$ cat src/rtl/bsg_fifo_rolly_replay_reader.sv
// Replay reader for a rollback-capable FIFO tracker: streams bursts, acks on ok, rolls back on fail.
// Optional response timeout enabled by defining BSG_FIFO_ROLLY_REPLAY_READER_TIMEOUT_EN.
module bsg_fifo_rolly_replay_reader #(
    parameter int width_p       = 32,
    parameter int max_burst_p   = 8,
    parameter int max_retries_p = 3,
    parameter int timeout_p     = 256
) (
    input  logic                                 clk_i,
    input  logic                                 reset_i,
    input  logic                                 start_v_i,
    output logic                                 start_ready_o,
    input  logic [$clog2(max_burst_p+1)-1:0]     burst_len_i,
    input  logic                                 fifo_empty_i,
    input  logic [width_p-1:0]                   fifo_data_i,
    output logic                                 fifo_read_o,
    output logic                                 fifo_rollback_o,
    output logic                                 fifo_ack_o,
    output logic [width_p-1:0]                   data_o,
    output logic                                 v_o,
    input  logic                                 ready_i,
    output logic                                 last_o,
    input  logic                                 resp_v_i,
    input  logic                                 resp_ok_i,
    output logic                                 done_o,
    output logic                                 drop_o,
    output logic [$clog2(max_retries_p+1)-1:0]   retry_cnt_o
);

    localparam int LW = $clog2(max_burst_p + 1);
    localparam int RW = $clog2(max_retries_p + 1);

    typedef enum logic [1:0] {
        S_IDLE,
        S_STREAM,
        S_WAIT
    } state_e;

    state_e          r_state, w_state_n;
    logic [LW-1:0]   r_len, w_len_n;
    logic [LW-1:0]   r_beat, w_beat_n;
    logic [RW-1:0]   r_retry, w_retry_n;
    logic            w_tmo;
    logic            w_fail;
    logic            w_hs;

    if (timeout_p < 1) begin : g_bad_timeout
        $error("timeout_p must be at least 1");
    end

    always_ff @(posedge clk_i) begin
        if (reset_i) begin
            r_state <= S_IDLE;
            r_len   <= '0;
            r_beat  <= '0;
            r_retry <= '0;
        end else begin
            r_state <= w_state_n;
            r_len   <= w_len_n;
            r_beat  <= w_beat_n;
            r_retry <= w_retry_n;
        end
    end

`ifdef BSG_FIFO_ROLLY_REPLAY_READER_TIMEOUT_EN
    localparam int TW = (timeout_p > 1) ? $clog2(timeout_p) : 1;
    logic [TW-1:0] r_tmo;

    // Held at zero outside WAIT so it restarts on every entry.
    always_ff @(posedge clk_i) begin
        if (reset_i || r_state != S_WAIT) begin
            r_tmo <= '0;
        end else if (!resp_v_i && r_tmo != TW'(timeout_p - 1)) begin
            r_tmo <= r_tmo + 1'b1;
        end
    end

    assign w_tmo = (r_state == S_WAIT) && (r_tmo == TW'(timeout_p - 1));
`else
    assign w_tmo = 1'b0;
`endif

    assign data_o      = fifo_data_i;
    assign retry_cnt_o = r_retry;

    always_comb begin
        w_state_n       = r_state;
        w_len_n         = r_len;
        w_beat_n        = r_beat;
        w_retry_n       = r_retry;
        start_ready_o   = 1'b0;
        v_o             = 1'b0;
        last_o          = 1'b0;
        fifo_read_o     = 1'b0;
        fifo_rollback_o = 1'b0;
        fifo_ack_o      = 1'b0;
        done_o          = 1'b0;
        drop_o          = 1'b0;
        w_hs            = 1'b0;
        w_fail          = 1'b0;
        unique case (r_state)
            S_IDLE: begin
                start_ready_o = 1'b1;
                if (start_v_i && burst_len_i != '0
                    && burst_len_i <= LW'(max_burst_p)) begin
                    w_len_n   = burst_len_i;
                    w_beat_n  = '0;
                    w_retry_n = '0;
                    w_state_n = S_STREAM;
                end
            end
            S_STREAM: begin
                v_o         = ~fifo_empty_i;
                last_o      = v_o && (r_beat == r_len - LW'(1));
                w_hs        = v_o && ready_i;
                fifo_read_o = w_hs;
                if (w_hs && r_beat != {LW{1'b1}}) begin
                    w_beat_n = r_beat + 1'b1;
                end
                if (w_hs && last_o) begin
                    w_state_n = S_WAIT;
                end
            end
            S_WAIT: begin
                // A real response in the same cycle beats the timeout.
                w_fail = resp_v_i ? ~resp_ok_i : w_tmo;
                if (resp_v_i && resp_ok_i) begin
                    fifo_ack_o = 1'b1;
                    done_o     = 1'b1;
                    w_state_n  = S_IDLE;
                end else if (w_fail && r_retry < RW'(max_retries_p)) begin
                    fifo_rollback_o = 1'b1;
                    w_retry_n       = r_retry + 1'b1;
                    w_beat_n        = '0;
                    w_state_n       = S_STREAM;
                end else if (w_fail) begin
                    fifo_ack_o = 1'b1;
                    drop_o     = 1'b1;
                    w_state_n  = S_IDLE;
                end
            end
            default: begin
                w_state_n = S_IDLE;
            end
        endcase
    end

`ifndef SYNTHESIS
    always_ff @(posedge clk_i) begin
        if (!reset_i && start_v_i && start_ready_o) begin
            assert (burst_len_i <= LW'(max_burst_p))
                else $error("burst_len_i exceeds max_burst_p");
        end
        if (!reset_i) begin
            assert (32'(fifo_read_o) + 32'(fifo_rollback_o) + 32'(fifo_ack_o) <= 1)
                else $error("tracker controls overlap");
        end
    end
`endif

endmodule

$ cat config.mk
export PLATFORM = sky130hd
export DESIGN_NAME = bsg_fifo_rolly_replay_reader
export DESIGN_NICKNAME = d
export VERILOG_FILES = /design/src/rtl/bsg_fifo_rolly_replay_reader.sv
export SDC_FILE = /design/constraint.sdc
export NUM_CORES = 1
export LEC_CHECK = 0
export CORE_MARGIN = 5
export CORE_UTILIZATION = 29
export CTS_CLUSTER_DIAMETER = 100
export DETAILED_ROUTE_END_ITERATION = 7
export GPL_TIMING_DRIVEN = 1
export PLACE_DENSITY_LB_ADDON = 0.08
export SETUP_SLACK_MARGIN = 0.3
export SKIP_LAST_GASP = 1
export SYNTH_ARGS = -nofsm -noshare
export SYNTH_HDL_FRONTEND = slang
export SYNTH_SLANG_ARGS = --single-unit
export TNS_END_PERCENT = 100
$ cat constraint.sdc
create_clock -name clk_i -period 1.6 [get_ports clk_i]
set_clock_uncertainty 0.15 [all_clocks]
set_input_delay 0.16 -clock clk_i [delete_from_list [all_inputs] [get_ports clk_i]]
set_output_delay 0.16 -clock clk_i [all_outputs]
set_load 0.02 [all_outputs]
==> impl_metrics.toml <==
[power]
power.leakage_nw = 0.709
power.density_nw_per_um2 = 454
swShare_pct = 28.6
power.switching_mw = 0.213
seqPwrFrac_pct = 42.2
pwr-share-clk_pct = 26.2
p_comb_share_pct = 31.5
intPower_mw = 0.530
irDropWorstVdd_mv = 0.318

[timing]
drv_slew = 0
fin_setup_tns_ps = -836
slew_headroom_pct = 80.8
layout_min_cycle_time_ps = 1820
tightestPinTransition_ps = 288
setup_slack_ps = -217
rsz0062_at_grt = "yes"
setup_viol = 8
final.period_utilization_pct = 114
max_freq_ghz = 0.550
finalHoldViolCount = 0

[global_routing]
grt_overflow_total = 0
grt_max_degree = 11
grt.total_usage_pct = 11.5
grt_pass1_wl_um = 4570
grt_pass1_vias = 992
antenna_found_initial = 0

[synth]
ys_seq_elements = 12
synthArstFlopShare_pct = 0
muxShareOfSynthArea_pct = 5.95
synth_nets = 159
synth-simple-area-share_pct = 23.0
synth.avg_cell_area_um2 = 8.94
synth.area.top_cells = "dfxtp_1, buf_4, mux2i_1"
synthFlopType = "dfxtp_1"
synthXorXnorAreaFrac_pct = 5.82
yosysTopAreaCell = "dfxtp_1"
synth-adder-area-share_pct = 3.72
synthesis.area_um2 = 1010
synth-compound-area-share_pct = 9.42
synth_most_common_cell = "buf_4"
ys_warn_count = 0
synth_cell_type_count = 36
synth_cells = 113
synth_top_cells_by_count = "buf_4, dfxtp_1, inv_1, nor2_1"
netlist.area_leader.share_pct = 23.8
ys_seq_area_share_pct = 23.8
synth-edff-count = 0
synth_top_family_by_area = "buffers and inverters"

[critical_path]
cp-end-kind = "primary output"
worstSetupPathType = "reg -> out"
cp-startpoint = "r_len[1]"
r2r-end = "r_state[0]"
cp_data_arrival_time_ps = 1510
setup.worst_path.end = "last_o"
crit_path_start_kind = "flop"
critical_path_required_ps = 1290
r2r-start = "r_len[0]"
r2r_slack_ps = -190
reg2reg_depth = 10
cp_max_fo = 2

[route]
final_antenna_net_count = 0
wl_met1_um = 1130
drt_wl_total_um = 2830
via_count = 932
first_pass_iters = 4
vias_per_cell = 4.66
top_layer = "met4"
wl_per_cell_um = 14.2
wl_met2_um = 1430
drc = 0
drt_iter0_markers = 28
wl_met3_um = 193

[status]
failed_checks = "setup timing"
status = "complete, but fails checks"

[cells_and_area]
nets = 202
seqCellArea_um2 = 254
drive_gt1_share_pct = 71.4
area_delta_synth_final_pct = 62.1
final_design_area_no_fill_um2 = 1640
diodes = 0
fillers = 369
multiInputGateArea_um2 = 629

[clocking]
postCtsHoldBufs = 0
clockBufferDepth = 2
clk_pin_slew_ps = 70
cts-buffers-inserted = 3
cts.sinks = 12
cts_tree = "built"
cts_htree_levels = 1
clk_latency_ps = 280
cts_root_buffer = "clkbuf_4"

[die]
dieHeight_um = 69.0
core_area_um2 = 3360
die_w_um = 69.0
start_util_pct = 30.0
die_area_um2 = 4760
row_count = 21
ioPinCount = 85

[placement]
dp_hpwl_um = 2000
routabilityCongestion = 0.800
dpl_cell_area_um2 = 1320
portBuffers = 20

[run]
maxCapViolCount = 0

[min_path]
hp-class = "in -> out"
==> cell families after synthesis <==
logic type      after synthesis
mux                           6
fa+ha+maj                     3
compound gates               13
buf+inv                      41
simple gates                 33
flops                        12
xor+xnor                      5
==> critical path: stages, from the launching register on <==
cell and delay, ps:
dfxtp_2 330, inv_2 40, ha_4 230, xnor2_2 130
nor3_2 190, and3_4 200, buf_6 110
==> flip-flops by register name, indices dropped and copies added (netlist names) <==
name         cells
r_state          2
retry_cnt_o      2
r_beat           4
r_len            4
==> layout make-up <==
type / instances / area share (%)
Timing Repair Buffer: 71 / 39.4
Inverter: 7 / 1.76
Sequential cell: 12 / 15.5
Tap cell: 46 / 3.52
Multi-Input combinational cell: 61 / 38.5
Clock buffer: 3 / 1.38
==> timing repair <==
action,4_1_cts,5_1_grt
setup endpoints to repair,22,21
buffers inserted,11,5
hold endpoints to repair,0,0
resized for setup,89,15
pin swaps,19,14
cloned,1,0
==> power groups by stage <==
stage	sequential, mW	clock [mW]	combinational, mW
2_1_floorplan	0.323	0	0.203
3_3_place_gp	0.322	0	0.185
3_5_place_dp	0.322	0	0.187
4_1_cts	0.314	0.205	0.219
5_1_grt	0.316	0.219	0.253
6_report	0.314	0.195	0.234
==> per-stage QoR <==
stage          std cells  setup slack, ps  total power, mW  util (%)  hold slack, ps
2_1_floorplan        113             57.4            0.526         -             154
3_3_place_gp         180             -493            0.507      39.4             170
3_5_place_dp         180             -518            0.509      39.4             170
4_1_cts              195             -240            0.738      46.0             170
5_1_grt              200             -302            0.788      48.7             170
6_report             200             -217            0.743      48.7             170
==> placed cells by master (no fill, tap or decap), types with 5 or more instances in the layout <==
cell type and n:
nor2_1 5, dfxtp_2 8, a21oi_2 6, nand3_2 5, buf_6 26, buf_4 33, mux2i_1 6, clkdlybuf4s50_1 5
dlygate4sd2_1 5
==> how the worst min path moves through the flow <==
stage | startpoint | endpoint | cells after the start
after detailed placement | fifo_data_i[16] | data_o[16] | 0
after global placement | fifo_data_i[16] | data_o[16] | 0
after floorplan | burst_len_i[0] | r_len[0] | 2
final | fifo_data_i[15] | data_o[15] | 0
after CTS | fifo_data_i[16] | data_o[16] | 0
after global routing | fifo_data_i[8] | data_o[8] | 0
==> metal layers <==
metal | track usage, % | vias to the layer above
met5 | 0 | -
met3 | 4.22 | 24
met2 | 20.8 | 28
met1 | 12.3 | 432
li1 | - | 448
met4 | 3.90 | 0
(Power assumes the default switching activity.)
